$ cat config.mk
export PLATFORM = sky130hd
export DESIGN_NAME = fir_sequencer
export DESIGN_NICKNAME = d
export VERILOG_FILES = /design/src/rtl/fir_sequencer.sv
export SDC_FILE = /design/constraint.sdc
export NUM_CORES = 2
export LEC_CHECK = 0
export CORE_ASPECT_RATIO = 0.8
export CORE_MARGIN = 5
export CORE_UTILIZATION = 53
export CTS_BUF_LIST = sky130_fd_sc_hd__clkbuf_4 sky130_fd_sc_hd__clkbuf_8
export CTS_CLUSTER_DIAMETER = 150
export DETAILED_ROUTE_END_ITERATION = 10
export HOLD_SLACK_MARGIN = 0.03
export PLACE_DENSITY = 0.8
export SLEW_MARGIN = 15
export SYNTH_ARGS = -nofsm -noshare
export SYNTH_HDL_FRONTEND = slang
export SYNTH_SLANG_ARGS = --single-unit
$ cat constraint.sdc
create_clock -name clk -period 17.5 [get_ports clk]
set_clock_uncertainty 0.1 [all_clocks]
set_input_delay 3.5 -clock clk [delete_from_list [all_inputs] [get_ports clk]]
set_output_delay 3.5 -clock clk [all_outputs]
set_load 0.1 [all_outputs]
$ cat src/rtl/fir_sequencer.sv
// Time-multiplexed controller for a symmetric FIR: buffers samples in a ring and
// runs one pre-adder/multiplier/accumulator over the coefficient pairs per sample.
module fir_sequencer #(
  parameter int NTAPS = 31,
  parameter int DW    = 10,
  parameter int CW    = 16,
  parameter int AW    = 32
) (
  input  logic          clk,
  input  logic          reset,
  input  logic          sample_valid,
  input  logic [DW-1:0] voltage,
  input  logic          coef_we,
  input  logic [3:0]    coef_addr,
  input  logic [CW-1:0] coef_data,
  output logic [DW-1:0] filtered,
  output logic          filtered_valid,
  output logic          busy,
  output logic          overrun,
  output logic          coef_rejected,
  output logic [1:0]    state_dbg
);

  localparam int NCOEF = (NTAPS + 1) / 2;
  localparam int PW    = $clog2(NTAPS);
  localparam int KW    = $clog2(NCOEF);

  localparam logic [PW-1:0]        PTR_LAST = PW'(NTAPS - 1);
  localparam logic [PW+1:0]        NT_W     = (PW+2)'(NTAPS);
  localparam logic [KW-1:0]        K_LAST   = KW'(NCOEF - 1);
  localparam logic signed [AW-1:0] R_MAX    = AW'((1 << DW) - 1);

  typedef enum logic [1:0] {
    IDLE = 2'd0,
    MAC  = 2'd1,
    OUT  = 2'd2
  } state_t;

  state_t state, state_next;

  logic [DW-1:0]        ring [NTAPS];
  logic signed [CW-1:0] coef_mem [NCOEF];
  logic [PW-1:0]        wr_ptr;
  logic [KW-1:0]        k;
  logic signed [AW-1:0] acc;

  // sample_valid has no ready: a strobe is taken only in IDLE; anything seen
  // while busy is dropped and flagged through the sticky overrun bit.
  logic sample_accept;
  logic sample_drop;
  logic coef_ok;

  assign sample_accept = (state == IDLE) && sample_valid;
  assign sample_drop   = (state != IDLE) && sample_valid;
  assign coef_ok       = coef_we && (state == IDLE) && !sample_valid;

  assign busy      = (state != IDLE);
  assign state_dbg = state;

  // Next write slot, wrapping at the end of the ring
  logic [PW-1:0] ptr_inc;
  assign ptr_inc = (wr_ptr == PTR_LAST) ? '0 : wr_ptr + PW'(1);

  // Tap pair addresses: newest-minus-k and oldest-plus-k, both modulo NTAPS
  logic [PW+1:0] a_sum;
  logic [PW+1:0] b_sum;
  logic [PW-1:0] idx_a;
  logic [PW-1:0] idx_b;

  always_comb begin
    a_sum = {2'b00, wr_ptr} + NT_W - {{(PW+2-KW){1'b0}}, k};
    b_sum = {2'b00, wr_ptr} + {{(PW+2-KW){1'b0}}, k} + (PW+2)'(1);
    idx_a = (a_sum >= NT_W) ? PW'(a_sum - NT_W) : PW'(a_sum);
    idx_b = (b_sum >= NT_W) ? PW'(b_sum - NT_W) : PW'(b_sum);
  end

  logic [DW-1:0]        tap_a;
  logic [DW-1:0]        tap_b;
  logic [DW:0]          pre;
  logic signed [CW-1:0] coef_k;
  logic signed [AW-1:0] pre_s;
  logic signed [AW-1:0] coef_s;
  logic signed [AW-1:0] prod;

  always_comb begin
    tap_a  = ring[idx_a];
    tap_b  = ring[idx_b];
    pre    = (k == K_LAST) ? {1'b0, tap_a} : ({1'b0, tap_a} + {1'b0, tap_b});
    coef_k = coef_mem[k];
    pre_s  = $signed({{(AW-DW-1){1'b0}}, pre});
    coef_s = {{(AW-CW){coef_k[CW-1]}}, coef_k};
    prod   = pre_s * coef_s;
  end

  // Q1.15 rescale followed by clamp to the unsigned output range
  logic signed [AW-1:0] r;
  logic [DW-1:0]        sat;

  always_comb begin
    r = acc >>> (CW - 1);
    if (r[AW-1]) begin
      sat = '0;
    end else if (r > R_MAX) begin
      sat = '1;
    end else begin
      sat = r[DW-1:0];
    end
  end

  always_comb begin
    state_next = state;
    case (state)
      IDLE: if (sample_valid) state_next = MAC;
      MAC:  if (k == K_LAST) state_next = OUT;
      OUT:  state_next = IDLE;
      default: state_next = IDLE;
    endcase
  end

  always_ff @(posedge clk) begin
    if (reset) begin
      state          <= IDLE;
      wr_ptr         <= PTR_LAST;
      k              <= '0;
      acc            <= '0;
      filtered       <= '0;
      filtered_valid <= 1'b0;
      overrun        <= 1'b0;
      coef_rejected  <= 1'b0;
      for (int i = 0; i < NTAPS; i++) ring[i] <= '0;
      for (int i = 0; i < NCOEF; i++) coef_mem[i] <= '0;
    end else begin
      state          <= state_next;
      filtered_valid <= 1'b0;
      coef_rejected  <= coef_we && !coef_ok;
      if (sample_drop) overrun <= 1'b1;
      if (coef_ok) coef_mem[coef_addr] <= coef_data;
      case (state)
        IDLE: begin
          if (sample_accept) begin
            ring[ptr_inc] <= voltage;
            wr_ptr        <= ptr_inc;
            acc           <= '0;
            k             <= '0;
          end
        end
        MAC: begin
          acc <= acc + prod;
          k   <= k + KW'(1);
        end
        OUT: begin
          filtered       <= sat;
          filtered_valid <= 1'b1;
        end
        default: ;
      endcase
    end
  end

endmodule

==> results.md <==
- Unique masters post-synth: 101
- FF+latch count, synth: 636
- Root Buffer: clkbuf_8
- Final Max Slew Viols: 0
- Met2 usage: 0.3915
- Total Wirelength: approximately 120,000 microns
- Die Wd: between 300 and 400 microns
- Achievable frequency: slightly above 0.07 GHz
- CP max stage delay: around 0.85 ns
- Synth warn: 0
- Fin nets: approximately 3,900
- Starting DRT DRC Count: roughly 4,300
- Syn Inst Count: 3,591
- Post-CTS Repair Setup Buffers: 0
- Htree depth: 3
- Worst Path Required: around 18 ns
- Crit path arrival time: 14.47 ns
- Slowest CP cell: ha_1
- GRT busiest layer: met1
- Area contributors post-synth: edfxtp_1 (41%), fa_1 (9.9%), and2_1 (8.7%)
- CP Capture Type: flop
- Total gr overflow: 0
- GP Congestion: between 1 and 1.5
- DP Wirelength: roughly 87,000 microns
- Hold buffers post-CTS: 0
- DRC viols: 0
- Synth Flop Type: edfxtp_1
- Met1 usage: 0.4263
- Synth Area in Adders: 0.1283
- Actual slew at the worst max-slew pin: between 1 and 1.5 ns
- Share of cells above drive strength 1: 0.1346
- Sequential share of the synthesized area: 0.4420
- Area fraction of the dominant cell type after synthesis: 0.4133
- I/O pins: 50
- Core area: about 0.08 sq mm
- Vias in the first global route: about 28,000
- Die H: ~260 microns
- Clock tree sinks: roughly 640
- Hold Crit Class: reg2reg
- Mux share of post-synthesis cell area: 0.09653
- Top-count cell post-synth: and2_1
- Post-synth top cells: and2_1 (582), edfxtp_1 (576), inv_1 (279), fa_1 (207), nand2_1 (205)
- Setup violators final: 0
- Number of core rows: 92
- RSZ-0062 raised after global routing: no
- Critical Path Start Type: flop
- Final Cycle Share: 0.7953
- CTS clk-pin slew, worst paths: approximately 0.07 ns
- GRT Overall Usage: 0.2879
- Compound-Gate Fraction of Synth Area: 0.09991
- Via count: between 20,000 and 30,000
- Antenna Nets Post-Route: 0
- Die ar.: around 0.085 sq mm
- Max_slew headroom: 0.2139
- Vias per cell: between 6 and 7
- Synth Net Count: between 3,000 and 4,000
- Num CTS Buffers: 100
- Resized cells post-CTS: 0
- Antenna violations before repair: 7
- Minimum clock period after layout: about 14 ns
- Largest net degree at the start of global routing: 65
- Setup CP Type: reg2reg
- Avg Inst Size Synth: about 12 sq um
- Clock Path Buffers: 3
- Routed wire per std cell: between 20 and 30 microns
- Mapped Area: approximately 0.042 sq mm
- Post-synth EDFFs: between 500 and 600
- Final hold vios: 0
- Status: completed
- DR pass1 iterations: 8
- Port bufs: between 40 and 50
- Setup tns final: 0 ns
- Clock tree from TritonCTS: built
- Area grow syn2layout: 7.274%
- Max Cap Viol: 0
- Worst-Skew Late Latency: approximately 0.8 ns
- Synth area leader: edfxtp_1
- M3 GR Usage: 0.1154
- Most frequent CP cell: inv_1
- Wire length of the first global-routing pass: around 180,000 microns
- Largest family of logic cells by synthesized area: simple AND/OR/NAND/NOR gates
- Synth Area in XOR/XNOR: 0.008969
- Crit Path Max Fanout: a little under 60
- Simple-gate share of the synthesized area: 0.1703
- FFs w/ async S/R, synth: 0
- Initial Utilization: 0.5331
worst max-delay path, delay by kind of cell (launching register included):
family                     cells  cell delay (ns)
adders and majority gates      9             4.34
buffers and inverters          9             2.48
and+or+nand+nor                8             1.78
AOI/OAI and AO/OA             16             4.40
xor gates and xnor gates       1             0.13
DFF                            1             0.49
state kept, by name (all words and copies together), names as in the netlist, named ones only:
signal and cells:
acc 32, wr_ptr 5, filtered_valid 1, ring 320, coef_rejected 1, coef_mem 256, filtered 10, state_dbg 2
overrun 1, k 4
cell families (layout without fill, tap and decap cells):
family / count (synthesis) / in the layout
and+or+nand+nor: 1274 / 1274
DFF: 636 / 636
AOI/OAI and AO/OA: 590 / 590
buffers and inverters: 542 / 570
adders and majority gates: 305 / 305
muxes: 202 / 202
xor gates and xnor gates: 42 / 42
other: 0 / 1
path summary, 6_finish.rpt:
check / from / endpoint / slack [ns] / cells after the start
hold reg to reg: overrun / overrun / 0.37 / 2
hold / removal: overrun / overrun / 0.37 / 2
setup reg to reg: wr_ptr[0] / acc[31] / 3.58 / 43
setup / recovery: wr_ptr[0] / acc[31] / 3.58 / 43
stage by stage:
step / hold WS (ns) / setup slack [ns] / instance area [sq um] / utilization / std cells
floorplan: 0.3479 / 6.804 / 41850 / - / 3591
global placement: 0.3482 / 4.388 / 42940 / 0.5469 / 4474
detailed placement: 0.3579 / 3.867 / 42940 / 0.5469 / 4474
CTS: 0.3747 / 3.856 / 44910 / 0.5721 / 4653
global route: 0.4066 / 2.742 / 44900 / 0.5719 / 4654
finish: 0.3734 / 3.583 / 44900 / 0.5719 / 4654
final cells by class:
class	count	area, sq um
clock buffer	118	1518
sequential	636	18500
fill	6304	33610
multi-input combinational	2413	21140
inverter	280	1051
antenna	1	2.502
tap	1034	1294
clock inverter	61	454.2
timing repair buffer	111	938.4
placed cells by master, fill, tap and decap left out, types with 22 or more instances in the layout:
cell             instances
xnor2_1                 22
o21ai_0                 95
and2_1                 582
o21a_1                  37
nand3_1                 62
nor3_1                  59
a21oi_1                124
buf_4                   63
clkinv_1                36
nand4_1                 28
clkdlybuf4s50_1         45
o21ai_1                 26
inv_1                  279
a22oi_1                 80
nand2_1                205
o31ai_1                 36
clkbuf_8               101
a21o_1                  23
fa_1                   207
nor2b_1                 24
mux4_2                 161
ha_1                    97
mux2i_1                 38
or2_2                   52
nor2_1                 147
edfxtp_1               576
dfxtp_1                 58
per-layer routing:
layer	up-vias	wire, microns
met5	-	43
met4	6	3920
met3	254	19810
met2	2157	49360
met1	14603	48790
li1	12747	-
Power is left out: the tool's default activity adds up to more than one toggle a clock period on the data nets, which glitch-free logic cannot reach.
